==> config.mk <==
export PLATFORM = sky130hd
export DESIGN_NAME = fg_detection_pipe
export DESIGN_NICKNAME = d
export VERILOG_FILES = /design/src/rtl/fg_detection_pipe.sv
export SDC_FILE = /design/constraint.sdc
export NUM_CORES = 2
export LEC_CHECK = 0
export ABC_CLOCK_PERIOD_IN_PS = 2600
export CORE_MARGIN = 4
export CORE_UTILIZATION = 50
export DETAILED_ROUTE_END_ITERATION = 12
export PLACE_DENSITY = 0.83
export SYNTH_ARGS = -nofsm -noshare
export SYNTH_HDL_FRONTEND = slang
export SYNTH_SLANG_ARGS = --single-unit
==> constraint.sdc <==
create_clock -name clk -period 2.6 [get_ports clk]
set_input_delay 0.52 -clock clk [delete_from_list [all_inputs] [get_ports clk]]
set_output_delay 0.52 -clock clk [all_outputs]
set_load 0.005 [all_outputs]
==> src/rtl/fg_detection_pipe.sv <==
// fg_detection_pipe: two-stage flow-controlled MoG background-match test with
// per-frame foreground pixel counting driven by SOF/EOF sideband.
module fg_detection_pipe #(
   parameter int unsigned NUM_GAUSS = 3,
   parameter int unsigned DATA_W    = 32,
   parameter int unsigned FG_W      = 16,
   parameter int unsigned CNT_W     = 20,
   localparam int unsigned IDX_W    = (NUM_GAUSS > 1) ? $clog2(NUM_GAUSS) : 1,
   localparam int unsigned VEC_W    = NUM_GAUSS * DATA_W
) (
   input  logic              clk,
   input  logic              rst_n,
   input  logic              in_valid,
   output logic              in_ready,
   input  logic              in_sof,
   input  logic              in_eof,
   input  logic [VEC_W-1:0]  mean_in,
   input  logic [VEC_W-1:0]  sd_in,
   input  logic [VEC_W-1:0]  w_in,
   input  logic [VEC_W-1:0]  abs_diff_in,
   input  logic [FG_W-1:0]   FG_THRESHOLD,
   input  logic [3:0]        MATCH_THRESHOLD,
   output logic              out_valid,
   input  logic              out_ready,
   output logic [VEC_W-1:0]  mean_out,
   output logic [VEC_W-1:0]  sd_out,
   output logic [VEC_W-1:0]  w_out,
   output logic              is_fg,
   output logic              match_any,
   output logic [IDX_W-1:0]  match_idx,
   output logic              out_sof,
   output logic              out_eof,
   output logic [CNT_W-1:0]  frame_fg_count,
   output logic              frame_done
);

   localparam int unsigned THR_W = DATA_W + 4;

   logic                 w_en;
   logic                 w_out_hs;
   logic                 r_s1_valid;
   logic                 r_s1_sof;
   logic                 r_s1_eof;
   logic [VEC_W-1:0]     r_s1_mean;
   logic [VEC_W-1:0]     r_s1_sd;
   logic [VEC_W-1:0]     r_s1_w;
   logic [VEC_W-1:0]     r_s1_ad;
   logic [THR_W-1:0]     r_s1_thr [NUM_GAUSS];
   logic [THR_W-1:0]     w_thr    [NUM_GAUSS];
   logic [DATA_W-1:0]    w_wthr;
   logic [NUM_GAUSS-1:0] w_match;
   logic                 w_any;
   logic [IDX_W-1:0]     w_idx;
   logic [CNT_W-1:0]     r_cnt;
   logic [CNT_W-1:0]     w_cnt_base;
   logic [CNT_W-1:0]     w_cnt_next;

   // Single global enable: the output register is the only place a stall can originate.
   assign w_en     = !out_valid || out_ready;
   assign in_ready = w_en;
   assign w_out_hs = out_valid && out_ready;

   always_comb begin
      for (int unsigned k = 0; k < NUM_GAUSS; k++) begin
         w_thr[k] = (THR_W'(sd_in[k*DATA_W +: DATA_W]) * THR_W'(MATCH_THRESHOLD)) >> 1;
      end
   end

   always_ff @(posedge clk or negedge rst_n) begin
      if (!rst_n) begin
         r_s1_valid <= 1'b0;
         r_s1_sof   <= 1'b0;
         r_s1_eof   <= 1'b0;
         r_s1_mean  <= '0;
         r_s1_sd    <= '0;
         r_s1_w     <= '0;
         r_s1_ad    <= '0;
         for (int unsigned k = 0; k < NUM_GAUSS; k++) begin
            r_s1_thr[k] <= '0;
         end
      end else if (w_en) begin
         r_s1_valid <= in_valid;
         if (in_valid) begin
            r_s1_sof  <= in_sof;
            r_s1_eof  <= in_eof;
            r_s1_mean <= mean_in;
            r_s1_sd   <= sd_in;
            r_s1_w    <= w_in;
            r_s1_ad   <= abs_diff_in;
            for (int unsigned k = 0; k < NUM_GAUSS; k++) begin
               r_s1_thr[k] <= w_thr[k];
            end
         end
      end
   end

   // Weight threshold is FG_THRESHOLD in the MSBs with all lower bits set.
   always_comb begin
      w_wthr = '1;
      w_wthr[DATA_W-1 -: FG_W] = FG_THRESHOLD;
      w_match = '0;
      for (int unsigned k = 0; k < NUM_GAUSS; k++) begin
         w_match[k] = (THR_W'(r_s1_ad[k*DATA_W +: DATA_W]) <= r_s1_thr[k]) &&
                      (r_s1_w[k*DATA_W +: DATA_W] >= w_wthr);
      end
      w_any = |w_match;
      w_idx = '0;
      for (int unsigned k = NUM_GAUSS; k > 0; k--) begin
         if (w_match[k-1]) begin
            w_idx = IDX_W'(k - 1);
         end
      end
   end

   always_ff @(posedge clk or negedge rst_n) begin
      if (!rst_n) begin
         out_valid <= 1'b0;
         mean_out  <= '0;
         sd_out    <= '0;
         w_out     <= '0;
         is_fg     <= 1'b0;
         match_any <= 1'b0;
         match_idx <= '0;
         out_sof   <= 1'b0;
         out_eof   <= 1'b0;
      end else if (w_en) begin
         out_valid <= r_s1_valid;
         if (r_s1_valid) begin
            mean_out  <= r_s1_mean;
            sd_out    <= r_s1_sd;
            w_out     <= r_s1_w;
            is_fg     <= !w_any;
            match_any <= w_any;
            match_idx <= w_idx;
            out_sof   <= r_s1_sof;
            out_eof   <= r_s1_eof;
         end
      end
   end

   always_comb begin
      w_cnt_base = out_sof ? '0 : r_cnt;
      w_cnt_next = (&w_cnt_base) ? w_cnt_base : w_cnt_base + CNT_W'(is_fg);
   end

   always_ff @(posedge clk or negedge rst_n) begin
      if (!rst_n) begin
         r_cnt          <= '0;
         frame_fg_count <= '0;
         frame_done     <= 1'b0;
      end else begin
         frame_done <= 1'b0;
         if (w_out_hs) begin
            if (out_eof) begin
               frame_fg_count <= w_cnt_next;
               frame_done     <= 1'b1;
               r_cnt          <= '0;
            end else begin
               r_cnt <= w_cnt_next;
            end
         end
      end
   end

endmodule

==> qor.txt <==
status -> complete, but fails checks
failing checks -> setup timing
Initial DRC Count -> 3552
Die Height -> 315.7 µm
grt ovf -> 0
r2r startpoint -> r_s1_w[52]$_DFFE_PN0P_
total negative slack -> -74160 ps
Synth Register Bits -> 828
Synth Area per Inst -> 9.386 µm²
Cell Area, Synth -> 47340 µm²
WHS Path Cells -> 3
Layout Cells excl Fill -> 7702
H-tree lvl count -> 3
antenna violations before repair -> 35
critical-path cell list -> buf_12, buf_12, buf_12, and2_4, fa_1, inv_2, fa_1, inv_2, ha_4, nor2b_4, o31a_1, o21a_1, o211a_1, or2_1, or3_4, a21oi_2, xor2_1, o21ai_1
pre-CTS setup slack -> -2069 ps
buffer levels on the longest clock path -> 3
Antenna Nets Post-Route -> 0
Area growth syn-to-layout -> 41.62%
pin count of the biggest net entering global routing -> 102
crit path kind -> in -> reg
Switching Fraction -> 34.40%
Fillers -> 5922
Core ar. -> 93610 µm²
Final Skew -> 31.60 ps
most frequent cells in the layout -> 1468 x nand2_1, 825 x dfrtp_1, 646 x clkdlybuf4s50_1
vias -> 42870
hpwl dp -> 113800 µm
total power -> 54.25 mW
Post-synth ARST share -> 100.0%
Final Hold Vio Count -> 0
min Tclk post-route -> 3801 ps
die area -> 99670 µm²
critical path's slowest cell -> fa_1
Setup WS post-layout -> -1201 ps
clock root cell -> clkbuf_16
Leak -> 33.20 nW
Sw Pwr -> 18.66 mW
critical path's largest stage delay -> 520 ps
FMAX -> 263.1 MHz
Max Cap Violations -> 0
total CTS buffers -> 89
EDFF count, synth -> 0
TritonRoute pass-1 iters -> 5
Buffers on Ports -> 726
vias in the first global route -> 43920
Worst-Margin Slew -> 671.8 ps
Gate Count Post-Synth -> 5044
TritonCTS clock tree -> built
Worst Path Max Fanout -> 7
Most used DFF post-synth -> dfrtp_1
crit start category -> input pin
WHS Endpoint -> r_s1_sd[8]$_DFFE_PN0P_
Cell variety after synth -> 92
Seq pwr share -> 34.0%
drt via density -> 5.566
Setup Viol. Count Final -> 96
reg-to-reg endpoint -> is_fg$_DFFE_PN0P_
share of cells above drive strength 1 -> 24.62%
Post-Route WL -> 167800 µm
most common cell after layout, fill and taps aside -> nand2_1
Worst-path clk slew -> 60 ps
Hold Crit Class -> in -> reg
Starting Density -> 50.57%
register area share after synthesis -> 43.77%
fin crit share -> 146.2%
worst skew pair latency -> 690 ps
Reg2Reg Depth -> 11
DRC -> 0
placed insts -> 7407
power per standard cell area -> 809.2 nW/µm²
Critical Path End Type -> register
hold_sp -> sd_in[8]
unrepaired setup endpoints after global routing -> true
Site Rows -> 112
post-synth top area cell -> dfrtp_1
Relative slew margins -> 55.21%
die width -> 315.7 µm
Int Pwr -> 35.59 mW
mean routed wirelength per cell -> 21.79 µm
routability cong. -> 0.9351
crit-path most repeated cell -> buf_12
Clk pwr share -> 24.6%
Tot GR Track Use -> 31.06%
CP required -> 3150 ps
nets -> 7200
CTS Sinks -> 828
top post-synthesis cells by area -> dfrtp_1 44%, nand2_1 12%, fa_1 7.6%, ha_1 7.0%, mux2_2 6.9%
worst path arrival time -> 4350 ps
Yosys top cell area share -> 43.77%
maximum vdd drop -> 623.5 µV
Combinational Power Share -> 41.4%
r2r setup slk -> -280 ps
I/O Pins -> 727
Synth Net Count -> 5900
YS warnings -> 0
first-pass GRT wire length -> 243800 µm
final slew viol count -> 0
cell usage after synthesis, drive strengths merged (27+ instances only):
master,instances
o21ai,229
xnor2,54
nor2,90
nand2,1486
and2,284
nor3,27
fa,180
mux2,290
dfrtp,828
inv,473
xor2,45
a21oi,138
ha,266
a21o,70
nand3,35
clkbuf,200
nand4,50
and3,28
per-layer routing:
metal / vias up / share of wire (%) / global-route usage [%]
met5: - / 0.010 / 0
met3: 707 / 7.8 / 6.076
met4: 4 / 7.2 / 17.21
met1: 21090 / 37 / 38.47
met2: 2201 / 48 / 51.41
li1: 18870 / - / -
power groups by stage:
stage	sequential (mW)	combinational, mW	clock [mW]
final	18.5	22.5	13.3
after global routing	18.7	24.2	14.0
after CTS	18.3	20.5	13.5
after detailed placement	18.4	19.4	0
after global placement	18.2	18.7	0
after floorplan	17.9	9.64	0
cell type report:
cell class / instances / area, µm² / share of cell area [%]
Sequential cell: 828 / 20720 / 30.91
Timing Repair Buffer: 1424 / 13540 / 20.20
Inverter: 473 / 1775 / 2.648
Antenna cell: 31 / 77.57 / 0.1157
Clock buffer: 119 / 2490 / 3.714
Clock inverter: 45 / 571.8 / 0.8528
Multi-Input combinational cell: 3528 / 26300 / 39.23
Tap cell: 1254 / 1569 / 2.340
cells by family (layout without fill, tap and decap cells):
kind of cell,Yosys count,count (layout),share of synthesized area [%]
other cells,0,31,0
flops,828,828,43.77
mux,294,294,6.982
compound gates,595,595,7.752
fa+ha+maj,446,446,14.64
buf+inv,688,2061,5.566
xor+xnor,99,99,1.831
simple gates,2094,2094,19.46
through the flow:
step / cell area [µm²] / util (%) / hold slack (ps)
after global placement: 60970 / 65.13 / 452.6
after floorplan: 48090 / - / 224.4
after global routing: 67040 / 71.61 / 98.94
final: 67050 / 71.63 / 111.1
after CTS: 65300 / 69.76 / 75.72
after detailed placement: 60970 / 65.13 / 459.2
worst max path at each step:
stage	startpoint	to	cells after the start
3_5_place_dp	sd_in[2]	r_s1_thr[99]$_DFFE_PN0P_	16
5_1_grt	MATCH_THRESHOLD[2]	r_s1_thr[28]$_DFFE_PN0P_	19
6_report	MATCH_THRESHOLD[2]	r_s1_thr[67]$_DFFE_PN0P_	18
2_1_floorplan	MATCH_THRESHOLD[2]	r_s1_thr[99]$_DFFE_PN0P_	17
3_3_place_gp	sd_in[2]	r_s1_thr[99]$_DFFE_PN0P_	16
4_1_cts	MATCH_THRESHOLD[2]	r_s1_thr[95]$_DFFE_PN0P_	18
registers in the layout (all words and copies together) (netlist names):
name and count:
frame_done 1, frame_fg_count 20, is_fg 1, match_any 1
match_idx 2, mean_out 96, out_eof 1, out_sof 1
out_valid 1, r_cnt 20, r_s1_ad 96, r_s1_eof 1
r_s1_mean 96, r_s1_sd 96, r_s1_sof 1, r_s1_thr 105
r_s1_valid 1, r_s1_w 96, sd_out 96, w_out 96
critical path: cells and delay by family:
kind | cells | cell delay, ps
compound gates | 5 | 970
simple gates | 4 | 900
buf+inv | 5 | 510
xor+xnor | 1 | 160
fa+ha+maj | 3 | 1270
timing repair:
action	4_1_cts	5_1_grt
endpoints found under the setup margin	100	100
resized for setup	283	297
hold endpoints to repair	28	0
pin swaps	135	221
hold buffers	1	0
gates cloned	9	5
buffers inserted	32	64
Power figures use the tool's default switching activity.
